`config.mk`:
```
export PLATFORM = sky130hd
export DESIGN_NAME = tx_buffer
export DESIGN_NICKNAME = d
export VERILOG_FILES = /design/src/rtl/tx_buffer.sv
export SDC_FILE = /design/constraint.sdc
export NUM_CORES = 1
export LEC_CHECK = 0
export ABC_AREA = 1
export CAP_MARGIN = 20
export CORE_MARGIN = 8
export CORE_UTILIZATION = 40
export DETAILED_ROUTE_END_ITERATION = 6
export RECOVER_POWER = 50
export SETUP_SLACK_MARGIN = 0.4
export SYNTH_ARGS = -nofsm -noshare
export SYNTH_HDL_FRONTEND = slang
export SYNTH_SLANG_ARGS = --single-unit
```
`constraint.sdc`:
```
create_clock -name clk_i -period 7 [get_ports clk_i]
set_input_delay 1.4 -clock clk_i [delete_from_list [all_inputs] [get_ports clk_i]]
set_output_delay 1.4 -clock clk_i [all_outputs]
set_load 0.005 [all_outputs]
```
`src/rtl/tx_buffer.sv`:
```
// tx_buffer: transmit byte FIFO that launches one frame at a time into tx_frontend
module tx_buffer #(
  parameter int DEPTH      = 16,
  parameter int DATA_WIDTH = 8
) (
  input  logic                    clk_i,
  input  logic                    rst_i,
  input  logic                    push_i,
  input  logic [DATA_WIDTH-1:0]   wdata_i,
  input  logic                    clear_i,
  input  logic                    enable_i,
  output logic                    full_o,
  output logic                    empty_o,
  output logic [$clog2(DEPTH):0]  level_o,
  output logic                    overflow_o,
  output logic                    idle_o,
  output logic                    transmit_o,
  output logic [DATA_WIDTH-1:0]   dr_o,
  input  logic                    done_i
);
  localparam int AW = $clog2(DEPTH);
  typedef enum logic {IDLE, WAIT_DONE} state_t;
  state_t state, state_nx;
  logic [AW:0] wr_ptr, rd_ptr;
  logic [DATA_WIDTH-1:0] mem [DEPTH];
  logic push_ok, launch;
  // Fill status from registered pointers; the extra MSB separates full from empty
  always_comb begin
    level_o = wr_ptr - rd_ptr;
    full_o  = level_o == (AW+1)'(DEPTH);
    empty_o = wr_ptr == rd_ptr;
    idle_o  = (state == IDLE) && empty_o;
    push_ok = push_i && !full_o && !clear_i;
    launch  = (state == IDLE) && enable_i && !empty_o && !clear_i;
  end
  // Next state: launch moves to WAIT_DONE, done pulse returns to IDLE
  always_comb begin
    state_nx = launch ? WAIT_DONE : (state == WAIT_DONE && done_i) ? IDLE : state;
  end
  // State register
  always_ff @(posedge clk_i) begin
    if (rst_i) state <= IDLE;
    else state <= state_nx;
  end
  // Pointers: clear discards everything queued by snapping read to write
  always_ff @(posedge clk_i) begin
    if (rst_i) begin
      wr_ptr <= '0;
      rd_ptr <= '0;
    end else begin
      if (push_ok) wr_ptr <= wr_ptr + 1'b1;
      if (clear_i) rd_ptr <= wr_ptr;
      else if (launch) rd_ptr <= rd_ptr + 1'b1;
    end
  end
  // Storage array, written only on accepted pushes
  always_ff @(posedge clk_i) begin
    if (push_ok) mem[wr_ptr[AW-1:0]] <= wdata_i;
  end
  // Registered launch pulse, held data byte and overflow pulse
  always_ff @(posedge clk_i) begin
    if (rst_i) begin
      transmit_o <= 1'b0;
      dr_o       <= '0;
      overflow_o <= 1'b0;
    end else begin
      transmit_o <= launch;
      dr_o       <= launch ? mem[rd_ptr[AW-1:0]] : dr_o;
      overflow_o <= push_i && full_o && !clear_i;
    end
  end
endmodule

```
=== After elaboration in Yosys (flattened, before gate mapping) ===
Memory sizes are Yosys's and may differ from the RTL's. A register that Yosys moved wholly into a read port is not among the register bits.
Index checks and enable logic that the tools add are counted.

* Add/subtract/negate cells: 3
* Equality and inequality tests: 2
* Reduce and logical (&&, ||, !) cells: 14
* Bitwise logic cells: 1
* Multiplexer cells: 6

{| class="wikitable"
|+ Operator list
! kind !! count
|-
| $add 5x1->5 const B || 2
|-
| $mux 5 || 2
|-
| $logic_and 1x1->1 || 9
|-
| $eq 5x5->1 || 1
|-
| $eq 5x5->1 const B || 1
|-
| $sub 5x5->5 || 1
|-
| $mux 1 || 4
|-
| $reduce_bool 2->1 || 2
|-
| $logic_not 1->1 || 3
|-
| $not 1->1 || 1
|}

* Memories kept: 1
* Register bits after elaboration: 13
* Logic and storage cells: 32
* RAM bits: 128

{| class="wikitable"
|+ Memories
! memory !! depth !! width !! read ports !! clocked after Yosys merged registers in !! wr ports !! RTL line !! source
|-
| mem || 16 || 8 || 1 || 1 || 1 || 25 || <nowiki>logic [DATA_WIDTH-1:0] mem [DEPTH];</nowiki>
|}

=== Depth between registers and ports, before layout ===
Gate-level depths: netlist of run 1.

* Depth in word-level cells: 7
* Gate-level depth with buffers: 14
* Depth with buffers taken out: 14

=== Worst setup path after synthesis of run 1 ===
OpenSTA, ideal clock, no wires.

* Path type: register to output
* From: register wr_ptr[0]
* To: output full_o
* Arrival: 1.860 ns
* Cell stages (with the launch flop): 9
* Data required time: 5.600 ns
* Setup slack: 3.740 ns
* Path through: dfxtp_1 inv_1 ha_1 inv_1 fa_1 or2_2 nor2_2 nand3_4 inv_2

* Cells in the longest elaborated chain, start to end: 2

{| class="wikitable"
|+ Ends and longest elaborated chain
! what !! RTL line !! source
|-
| start, declared || 24 || <nowiki>logic [AW:0] wr_ptr, rd_ptr;</nowiki>
|-
| start signal, assigned || 51 || <nowiki>if (push_ok) wr_ptr <= wr_ptr + 1'b1;</nowiki>
|-
| $sub 5x5->5 || 29 || <nowiki>level_o = wr_ptr - rd_ptr;</nowiki>
|-
| named net level_o[1] || 14 || <nowiki>output logic [$clog2(DEPTH):0] level_o,</nowiki>
|-
| $eq 5x5->1 || 30 || <nowiki>full_o = level_o == (AW+1)'(DEPTH);</nowiki>
|-
| end, declared || 12 || <nowiki>output logic full_o,</nowiki>
|}

The timed path passes the listed nets, and every way through them passes these cells.

=== Worst setup path in the final report of run 1 ===
* From: register rd_ptr[2]
* To: output full_o

* Cells in the longest elaborated chain, start to end: 2

{| class="wikitable"
|+ Ends and longest elaborated chain
! what !! RTL line !! source
|-
| start, declared || 24 ||
|-
| start signal, assigned || 52 || <nowiki>if (clear_i) rd_ptr <= wr_ptr;</nowiki>
|-
| start signal, assigned || 53 || <nowiki>else if (launch) rd_ptr <= rd_ptr + 1'b1;</nowiki>
|-
| $sub 5x5->5 || 29 ||
|-
| $eq 5x5->1 || 30 ||
|}

Every way passes these cells.

==> results of run 1 <==
synth_stat cells, types with 2 or more instances:
cell / number / area, um2
a21oi_1: 14 / 70.07
o21ai_1: 3 / 15.01
nand2_1: 96 / 360.4
xor2_1: 3 / 26.28
nor3_1: 2 / 10.01
inv_1: 20 / 75.07
dfxtp_1: 21 / 420.4
ha_1: 9 / 112.6
buf_4: 6 / 45.04
o211ai_1: 16 / 120.1
clkbuf_1: 8 / 30.03
nor2_1: 108 / 405.4
buf_2: 10 / 50.05
a31oi_1: 2 / 12.51
inv_2: 2 / 7.510
nand3_1: 41 / 205.2
nand3b_1: 2 / 15.01
clkinv_1: 3 / 11.26
nor2_2: 3 / 18.77
o21ai_0: 63 / 315.3
edfxtp_1: 128 / 3844
per-layer routing:
metal,vias to the layer above,track usage,share of wire
met5,-,0,0
met4,0,0.05486,0.016
met3,14,0.04085,0.066
met2,128,0.2341,0.46
met1,2025,0.2117,0.46
li1,2041,-,-
state kept, by name, indices dropped and copies added, names as in the netlist:
name / count
mem: 128
rd_ptr: 5
wr_ptr: 5
dr_o: 8
state: 1
transmit_o: 1
overflow_o: 1
cell families (layout without fill, tap and decap cells):
family	after synthesis	count (layout)	synth area share
simple gates	258	258	0.1706
flops	149	149	0.6809
compound gates	99	99	0.08611
buf+inv	50	89	0.03556
fa+ha+maj	10	10	0.02118
xor+xnor	4	4	0.005595
through the flow:
| step | std cells | setup slack, ns |
|---|---|---|
| 4_1_cts | 819 | 1.553 |
| 6_report | 820 | 1.997 |
| 2_1_floorplan | 570 | 3.740 |
| 3_5_place_dp | 789 | 2.044 |
| 3_3_place_gp | 789 | 2.108 |
| 5_1_grt | 820 | 1.770 |
final timing paths:
path                                             to  slack [ns]  depth (start not counted)
worst max-delay path                         full_o        2.00                          8
worst min-delay path             state$_SDFFE_PP0P_        0.49                          2
worst max register to register  mem[1][5]$_DFFE_PP_        3.12                         11
worst min register to register   state$_SDFFE_PP0P_        0.49                          2
cell type report:
| type | count | share of cell area |
|---|---|---|
| timing repair buffer | 34 | 0.04719 |
| tap | 211 | 0.03607 |
| clock buffer | 17 | 0.05813 |
| inverter | 25 | 0.01282 |
| sequential | 149 | 0.5830 |
| clock inverter | 13 | 0.02257 |
| multi-input combinational | 371 | 0.2402 |
where the power goes:
| part | switching (mW) | leakage, nW | total [mW] | internal (mW) |
|---|---|---|---|---|
| logic | 0.112 | 1.01 | 0.176 | 0.0640 |
| registers | 0.00815 | 1.32 | 0.985 | 0.977 |
| clock network | 0.342 | 0.294 | 0.926 | 0.585 |
critical path: stages, from the launching register on:
cell             delay [ns]
dfxtp_1                0.72
clkinv_1               0.51
ha_1                   0.49
a21oi_1                0.22
nand3b_1               0.11
nand2_1                0.11
nand3_1                0.30
inv_2                  0.19
clkdlybuf4s50_1        0.52
==> results, run 1 <==
- The share of the clock period used by the worst path after layout is 0.7148.
- Across the routed clock network, the largest skew measured is 0.01085 ns.
- The core occupancy in the finished layout is 0.4796.
- CTS built an H-tree with a depth of 4.
- In the layout the commonest cells are edfxtp_1 (128), nor2_1 (109), nand2_1 (97).
- Clock tree synthesis inserted a total of 17 buffers.
- The largest net degree at the start of global routing is 69.
- The cell at the root of the clock tree is clkbuf_16.
- In this run the vertical extent of the chip is 141.1 um.
- The total congestion overflow after global routing is 0.
- The required time of the critical path is 5.60 ns.
- Clock-pin slew was measured on the worst setup and hold paths at 0.06 ns.
- The initial antenna violation count is 0.
- The detail route stage leaves a number of antenna-violating nets equal to 0.
- For the worst setup path, the data arrival time is 3.60 ns.
- In the final routed layout, each cell accounts on average for 18.04 um.
- The register area share after synthesis is 0.6809.
- STA classifies the critical path startpoint as a register.
- The layout overhead on the synthesized area is 16.86%.
- After detailed routing, the total wire length is 14790 um.
- The later-pin clock latency in the skew report is 0.43 ns.
- The proportion of register bits with asynchronous set or reset after synthesis is 0.
- Row generation in the floorplan step produced 45 rows.
- The buffer depth of the longest clock path is 2.
- The critical-path maximum fanout is 14.
- The worst hold-check slack is 0.4909 ns.
- The cts-stage hold buffer count is 0.
- The beginning of the worst register-to-register path is rd_ptr[2]$_SDFFE_PP0P_.
- The layout cell share with drive strength beyond 1 is 0.06240.
- Setup repair after global routing left no endpoint under its margin.
- The synthesized net count is 594.
- Port buffering added 31 buffers.
- The worst setup path is captured at an output pin.
- Before antenna repair, the detailed router went through 5 iterations.
- The setup TNS is 0 ns.
- The critical path is of the reg -> out type.
- The count of cell types in the netlist is 31.
- In this run the count of I/O pins placed on the die edge is 32.
- The area used by sequential logic in the layout is 4267 um2.
- The congestion estimate from routability-driven global placement came to 0.7961.
- The via count of the first global-routing pass is 4110.
- The worst pin sits at a relative slew slack of 0.4414.
- The TritonCTS clock tree is yes.
- Once placement finished, the instance area stood at 6725 um2.
- The number of antenna diodes in the final layout is 0.
- Summing all multi-input logic gate instances after layout gives 1758 um2.
- The post-CTS setup buffer count is 0.
- The HPWL reported at the end of detailed placement is 9459 um.
- The most common cell after layout, fill and taps aside is edfxtp_1.
- In this run the static leakage power is 2.626 nW.
- The mapped netlist covers 6262 um2.
- For this run, design rule violations remaining after detail routing come to 0.
- The worst-margin pin slew is 0.8348 ns.
- The hold violation total from the final report was 0.
- The first global-routing pass estimated 23250 um of wire.
- The run finished with clean final reports.
- The layout has 1377 filler cells.
- The worst voltage drop across the vdd grid is 0.1829 mV.
- The average instance area after synthesis is 10.99 um2.
- The achievable clock frequency is 0.1999 GHz.
- The initial utilization of the core area, before any placement, comes to 0.4104.
- Yosys mapped a number of flops with a built-in enable equal to 128.
- The routed design could run at a clock period as short as 5.003 ns.
- Dividing the detail-routed via count by the number of cells gives 5.132.
- With fillers left out, the area of the finished cells amounts to 7318 um2.
- The net count of the finished layout is 622.
- The final max-slew violation count was 0.
- The die covers 19910 um2.
- The routed via count is 4208.
- The number of DRC markers after the initial detailed-route iteration is 418.
- From left edge to right edge, the die measures 141.1 um.
- The number of synthesized register bits is 149.
- The start point of the critical path is rd_ptr[2]$_SDFFE_PP0P_.
- Max-cap violations in this run came to 0.
- The leading register cell type out of synthesis is edfxtp_1.
- Total power for the finished layout comes to 2.087 mW.
- For this design, the sink count on the clock tree is 149.
- The tightest min-delay check is of the reg -> reg type.
- The total of warnings raised by yosys is 0.
- The final number of setup-violating endpoints is 0.
- For this run, the total global-route usage over all layers was measured as 0.1553.
- The synthesized netlist cell count is 570.
- The power density of the placed cells is 285.2 nW/um2.
- The number of gates resized after CTS was 0.
- The startpoint identified for the worst hold timing path is state$_SDFFE_PP0P_.
- The core outline area is 15260 um2.
(Power assumes the default switching activity.)
==> run 2, diff against run 1 <==
- clock period: 7 -> 5.05 ns (I/O delays scaled with it)
==> run 2 against run 1 <==
Sequential power grew 38%. Flip-flop and latch count unchanged. Cell area fell by 0.50%. Clock power rose by 29%. Global-route usage is 0.10 points lower. Clock-buffer cell count rose by 6. Power increased by 34%. Non-clock buffer count is the same. Combinational power grew 39%. Final cell count up 0.24%. Critical path type unchanged. Critical endpoint unchanged.
==> results, run 2 (synthesized netlist as in run 1, its figures left out) <==
- The width of the die is 141.1 um (unchanged).
- The leakage power was 2.607 nW (-0.71%).
- The overall global routing resource usage came to 0.1543 (-0.001001).
- The critical-path maximum fanout is 14 (unchanged).
- The setup TNS came to 0 ns (unchanged).
- The final weighted congestion in routability-driven placement came to 0.8270 (+3.9%).
- The total number of placement rows is 45 (unchanged).
- The initial antenna violation count is 0 (unchanged).
- The flow ran to the end, and the final reports show no timing, DRC or antenna violations.
- The number of diodes was 0 (unchanged).
- The layout overhead on the synthesized area is 16.28%.
- The cts-stage hold buffer count is 0 (unchanged).
- The routed via count was 4259 (+1.2%).
- The total congestion overflow after global routing came to 0 (unchanged).
- The number of resized instances in the post-cts repair step is 0 (unchanged).
- The number of remaining DRC errors was 0 (unchanged).
- The total wirelength of the detailed-routed design was 14790 um (about the same).
- The hold violation total from the final report came to 0 (unchanged).
- STA classifies the critical path startpoint as a register.
- The number of CTS-inserted buffers is 17 (unchanged).
- The worst voltage drop across the vdd grid is 0.2385 mV (+30%).
- The number of input and output port buffers inserted is 31 (unchanged).
- The number of H-tree levels was 4 (unchanged).
- Subtracting the final worst setup slack from the clock period gives 4.517 ns.
- The critical path arrival came to 3.51 ns (-0.09 ns).
- The buffer depth of the longest clock path is 2 (unchanged).
- The largest net degree at the start of global routing is 69 (unchanged).
- The later-pin clock latency in the skew report is 0.43 ns (about the same).
- The die footprint was 19910 um2 (unchanged).
- The core outline area was 15260 um2 (unchanged).
- The worst relative slew slack is 0.3370 (-0.1044).
- The number of standard cells in the final layout excluding fillers is 822 (+0.24%).
- The number of routed nets with antenna violations was 0 (unchanged).
- The routing usage on met3 is 0.03545 (-0.005402).
- The post-CTS setup buffer count was 0 (unchanged).
- The cell at the root of the clock tree is clkbuf_16.
- The worst clock skew came to 0.008748 ns (-0.002105 ns).
- The final worst setup slack is 0.5325 ns (-1.464 ns).
- The classification of the worst-slack hold path is reg -> reg.
- The layout net count was 622 (unchanged).
- The power density of the placed cells is 384.6 nW/um2 (+35%).
- The per-cell via count in the routed design is 5.181 (+0.97%).
- The HPWL reported at the end of detailed placement is 9249 um (-2.2%).
- The cell count after placement was 790 (+0.13%).
- The final max-slew violation count is 0 (unchanged).
- The classification of the worst setup path is reg -> out.
- The initial core utilization is 0.4104 (unchanged).
- The clock transition at the registers of the reported paths came to 0.06 ns (about the same).
- The worst setup timing slack at the placement stage was 1.228 ns (-0.8153 ns).
- The number of DRC markers after the initial detailed-route iteration is 334 (-20%).
- The required time of the critical path was 4.04 ns (-1.56 ns).
- The worst-margin pin slew came to 0.9934 ns (+0.1586 ns).
- The I/O pin count is 32 (unchanged).
- The element type at the critical path end is an output pin.
- The final number of setup-violating endpoints is 0 (unchanged).
- Timing would allow up to 0.2214 GHz.
- Setup repair after global routing left no endpoint under its margin.
- The number of clock sinks seen by CTS was 149 (unchanged).
- In the layout the commonest cells are edfxtp_1 (128), nor2_1 (109), nand2_1 (97).
- The layout cell share with drive strength beyond 1 is 0.06710 (+0.004706).
- The via count of the first global-routing pass is 4145 (+0.85%).
- The met1 track demand over resource is 0.1998 (-0.01188).
- The wire length of the first global-routing pass is 23140 um (-0.51%).
- The max-capacitance violation count is 0 (unchanged).
- The final routed wire length divided by cell count was 17.99 um (-0.27%).
- The library cell used most frequently in the layout, excluding fill and tap cells, is edfxtp_1.
- The flip-flop count of the largest register, all copies and words added is 128 (unchanged).
- met2 is the most crowded layer.
- TritonCTS built the clock tree.
- The share of the clock period used by the worst path after layout is 0.8946.
- The vertical extent of the die was 141.1 um (unchanged).
- The detailed-router iteration count before antenna repair was 5 (unchanged).
- The fraction of met2 tracks used by global routing is 0.2323 (-0.001779).
-- run 2: changes by cell type in the layout (fill, tap and decap cells not counted), sizes merged --
cell,before,now
clkbuf,17,23
bufinv,4,1
clkinv,12,9
clkinvlp,0,2
-- run 2: worst paths after layout --
path,startpoint,endpoint,slack (ns),depth (start not counted)
worst max-delay path,rd_ptr[2]$_SDFFE_PP0P_,full_o,0.53,8
worst min-delay path,state$_SDFFE_PP0P_,state$_SDFFE_PP0P_,0.48,2
worst max register to register,rd_ptr[2]$_SDFFE_PP0P_,mem[10][4]$_DFFE_PP_,1.23,11
worst min register to register,state$_SDFFE_PP0P_,state$_SDFFE_PP0P_,0.48,2
-- run 2: cell type report --
| cell class | instances | area, um2 |
|---|---|---|
| clock buffers | 23 | 488.0 |
| clock inverters | 9 | 78.83 |
| fillers | 1366 | 7976 |
| inverters | 25 | 93.84 |
| multi-input cells | 371 | 1758 |
| flip-flops and latches | 149 | 4267 |
| well taps | 211 | 264.0 |
| repair buffers | 34 | 332.8 |
-- run 2: metrics by stage --
stage            util  total power [mW]  hold WS (ns)  area [um2]
3_3_place_gp   0.4412             1.638        0.4718        6733
6_report       0.4772             2.800        0.4829        7282
2_1_floorplan       -             1.532        0.4570        6262
5_1_grt        0.4772             2.898        0.5210        7282
3_5_place_dp   0.4412             1.643        0.4824        6733
4_1_cts        0.4784             2.833        0.4910        7300
-- run 2: critical path, cell delays in order, from the launching register on --
cell and delay, ns:
dfxtp_1 0.68, clkinv_1 0.46, ha_1 0.47, a21oi_1 0.20, nand3b_1 0.11, nand2_1 0.10, nand3_1 0.32, inv_2 0.21
clkdlybuf4s50_1 0.53
-- run 2: metal layers --
layer / wire, um / vias up / share of wire
met5: 0 / - / 0
met4: 433 / 0 / 0.029
met3: 1065 / 26 / 0.072
met2: 6723 / 161 / 0.45
met1: 6566 / 2033 / 0.44
li1: - / 2039 / -
-- run 2: where the power goes --
group	internal, mW	leakage (nW)	switching [mW]
Combinational	0.0879	1.00	0.157
Clock	0.725	0.279	0.467
Sequential	1.35	1.32	0.00990
==> run 3, diff against run 2 <==
- CORE_MARGIN: 8 -> 4
- SKIP_CTS_REPAIR_TIMING: not set -> 1
==> run 3 against run 2 <==
Critical path depth unchanged. Global-route usage up 1.7 points. Fmax up 2.9%. Worst hold slack better by 0.0058 ns. Final cell count unchanged. Largest cell class unchanged. Largest power group unchanged.
==> results, run 3 (synthesized netlist as in run 1, its figures left out) <==
- The largest net degree at the start of global routing is 69 (unchanged).
- The highest metal layer with signal wires is met4.
- The critical-path maximum fanout was 14 (unchanged).
- The library cell used most frequently in the layout, excluding fill and tap cells, is edfxtp_1.
- The layout net count is 622 (unchanged).
- The later-pin clock latency in the skew report is 0.42 ns (about the same).
- The worst hold path belongs to the class reg -> reg.
- The via count of the first global-routing pass is 4137 (-0.19%).
- The die footprint is 17720 um2 (-11%).
- The classification of the worst setup path is reg -> out.
- The HPWL reported at the end of detailed placement is 9135 um (-1.2%).
- The hold violation total from the final report is 0 (unchanged).
- The wire length on met2 came to 7333 um (+9.1%).
- The critical path arrival is 3.38 ns (-0.13 ns).
- The power density of the placed cells is 393.5 nW/um2 (+2.3%).
- The post-layout minimum cycle time came to 4.391 ns (-0.1268 ns).
- The wire length on met1 is 6247 um (-4.9%).
- The total number of placement rows was 45 (unchanged).
- The number of remaining DRC errors is 0 (unchanged).
- Setup repair after global routing left no endpoint under its margin.
- The top cell types in the final layout, fill and taps aside, are edfxtp_1 (128), nor2_1 (109), nand2_1 (97).
- The flow ran to the end, and the final reports show no timing, DRC or antenna violations.
- The worst setup path is launched from a register.
- The per-cell via count in the routed design is 5.056 (-2.4%).
- The buffer depth of the longest clock path came to 2 (unchanged).
- The number of H-tree levels is 4 (unchanged).
- The total congestion overflow after global routing came to 0 (unchanged).
- The number of input and output port buffers inserted came to 31 (unchanged).
- The leakage power was 2.619 nW (+0.45%).
- The worst setup timing slack at the placement stage is 1.279 ns (+0.05050 ns).
- The detailed-router iteration count before antenna repair was 5 (unchanged).
- The number of routed nets with antenna violations was 0 (unchanged).
- The number of CTS-inserted buffers is 17 (unchanged).
- The met3 wire length is 751 um (-29%).
- The final max-slew violation count came to 0 (unchanged).
- The number of DRC markers after the initial detailed-route iteration is 362 (+8.4%).
- The worst voltage drop across the vdd grid is 0.2638 mV (+11%).
- The share of the clock period used by the worst path after layout was 0.8694 (-0.02511).
- The number of clock sinks seen by CTS is 149 (unchanged).
- The achievable clock frequency was 0.2278 GHz (+2.9%).
- The initial core utilization is 0.4104 (unchanged).
- The setup TNS was 0 ns (unchanged).
- The final weighted congestion in routability-driven placement is 0.9027 (+9.2%).
- The max-capacitance violation count came to 0 (unchanged).
- TritonCTS built the clock tree.
- The I/O pin count is 32 (unchanged).
- The number of diodes is 0 (unchanged).
- The final worst setup slack came to 0.6593 ns (+0.1268 ns).
- The vertical extent of the die is 133.1 um (-5.7%).
- The worst-margin pin slew was 0.8770 ns (-0.1164 ns).
- The width of the die is 133.1 um (-5.7%).
- The flip-flop count of the largest register, all copies and words added was 128 (unchanged).
- The worst setup path is captured at an output pin.
- The fill cell instance count of the final layout is 1353 (-0.95%).
- The clock transition at the registers of the reported paths came to 0.06 ns (about the same).
- The routed via count is 4156 (-2.4%).
- The required time of the critical path is 4.04 ns (about the same).
- The final routed wire length divided by cell count came to 17.75 um (-1.3%).
- Clock tree synthesis selected as its root buffer the cell clkbuf_16.
- The core outline area is 15260 um2 (unchanged).
- The layout cell share with drive strength beyond 1 is 0.06056 (-0.006547).
- The overall global routing resource usage is 0.1713 (+0.01696).
- The worst clock skew was 0.006583 ns (-0.002164 ns).
- From synthesis to final layout, the design area changed by 16.74%.
- The total wirelength of the detailed-routed design is 14590 um (-1.3%).
- The worst relative slew slack was 0.4132 (+0.07618).
- The initial antenna violation count was 0 (unchanged).
- The wire length of the first global-routing pass is 22950 um (-0.80%).
- The final number of setup-violating endpoints came to 0 (unchanged).
-- run 3: final cells by class --
| class | instances | area [um2] | area share |
|---|---|---|---|
| clock inverters | 13 | 162.7 | 0.02225 |
| repair buffers | 34 | 332.8 | 0.04552 |
| inverters | 25 | 93.84 | 0.01284 |
| multi-input cells | 371 | 1758 | 0.2405 |
| flip-flops and latches | 149 | 4267 | 0.5836 |
| well taps | 211 | 264.0 | 0.03611 |
| clock buffers | 19 | 432.9 | 0.05922 |
-- run 3: worst max-delay path, cell delays in order (launching register included) --
cell	delay, ns
dfxtp_1	0.64
clkinv_1	0.44
ha_1	0.48
a21oi_1	0.21
nand3b_1	0.10
nand2_1	0.10
nand3_1	0.29
inv_2	0.18
clkdlybuf4s50_1	0.51
-- run 3: stage by stage --
| stage | hold WS, ns | util | cells | instance area (um2) | power (mW) |
|---|---|---|---|---|---|
| 3_5_place_dp | 0.4883 | 0.4412 | 790 | 6733 | 1.641 |
| 2_1_floorplan | 0.4570 | - | 570 | 6262 | 1.532 |
| 3_3_place_gp | 0.4776 | 0.4412 | 790 | 6733 | 1.637 |
| 5_1_grt | 0.5572 | 0.4791 | 822 | 7311 | 2.984 |
| 6_report | 0.4887 | 0.4791 | 822 | 7311 | 2.877 |
| 4_1_cts | 0.4969 | 0.4803 | 822 | 7328 | 2.907 |
-- run 3: per-layer routing --
metal | vias to the layer above | GRT usage
met5 | - | 0
met4 | 0 | 0.06400
met3 | 22 | 0.03663
met2 | 111 | 0.2847
met1 | 1983 | 0.2218
li1 | 2040 | -
-- run 3: final timing paths --
kind                                              from                  end  slack [ns]  cells past startpoint
worst max-delay path            rd_ptr[2]$_SDFFE_PP0P_               full_o        0.66                      8
worst min-delay path                state$_SDFFE_PP0P_   state$_SDFFE_PP0P_        0.49                      2
worst max register to register  rd_ptr[2]$_SDFFE_PP0P_  mem[4][1]$_DFFE_PP_        1.31                     11
worst min register to register      state$_SDFFE_PP0P_   state$_SDFFE_PP0P_        0.49                      2
-- run 3: power by group --
group          total (mW)  switching (mW)  internal [mW]  leakage, nW
sequential           1.37          0.0113           1.35         1.32
clock                1.27           0.457          0.814        0.290
combinational       0.240           0.153         0.0874         1.00
total                2.88           0.621           2.26         2.62
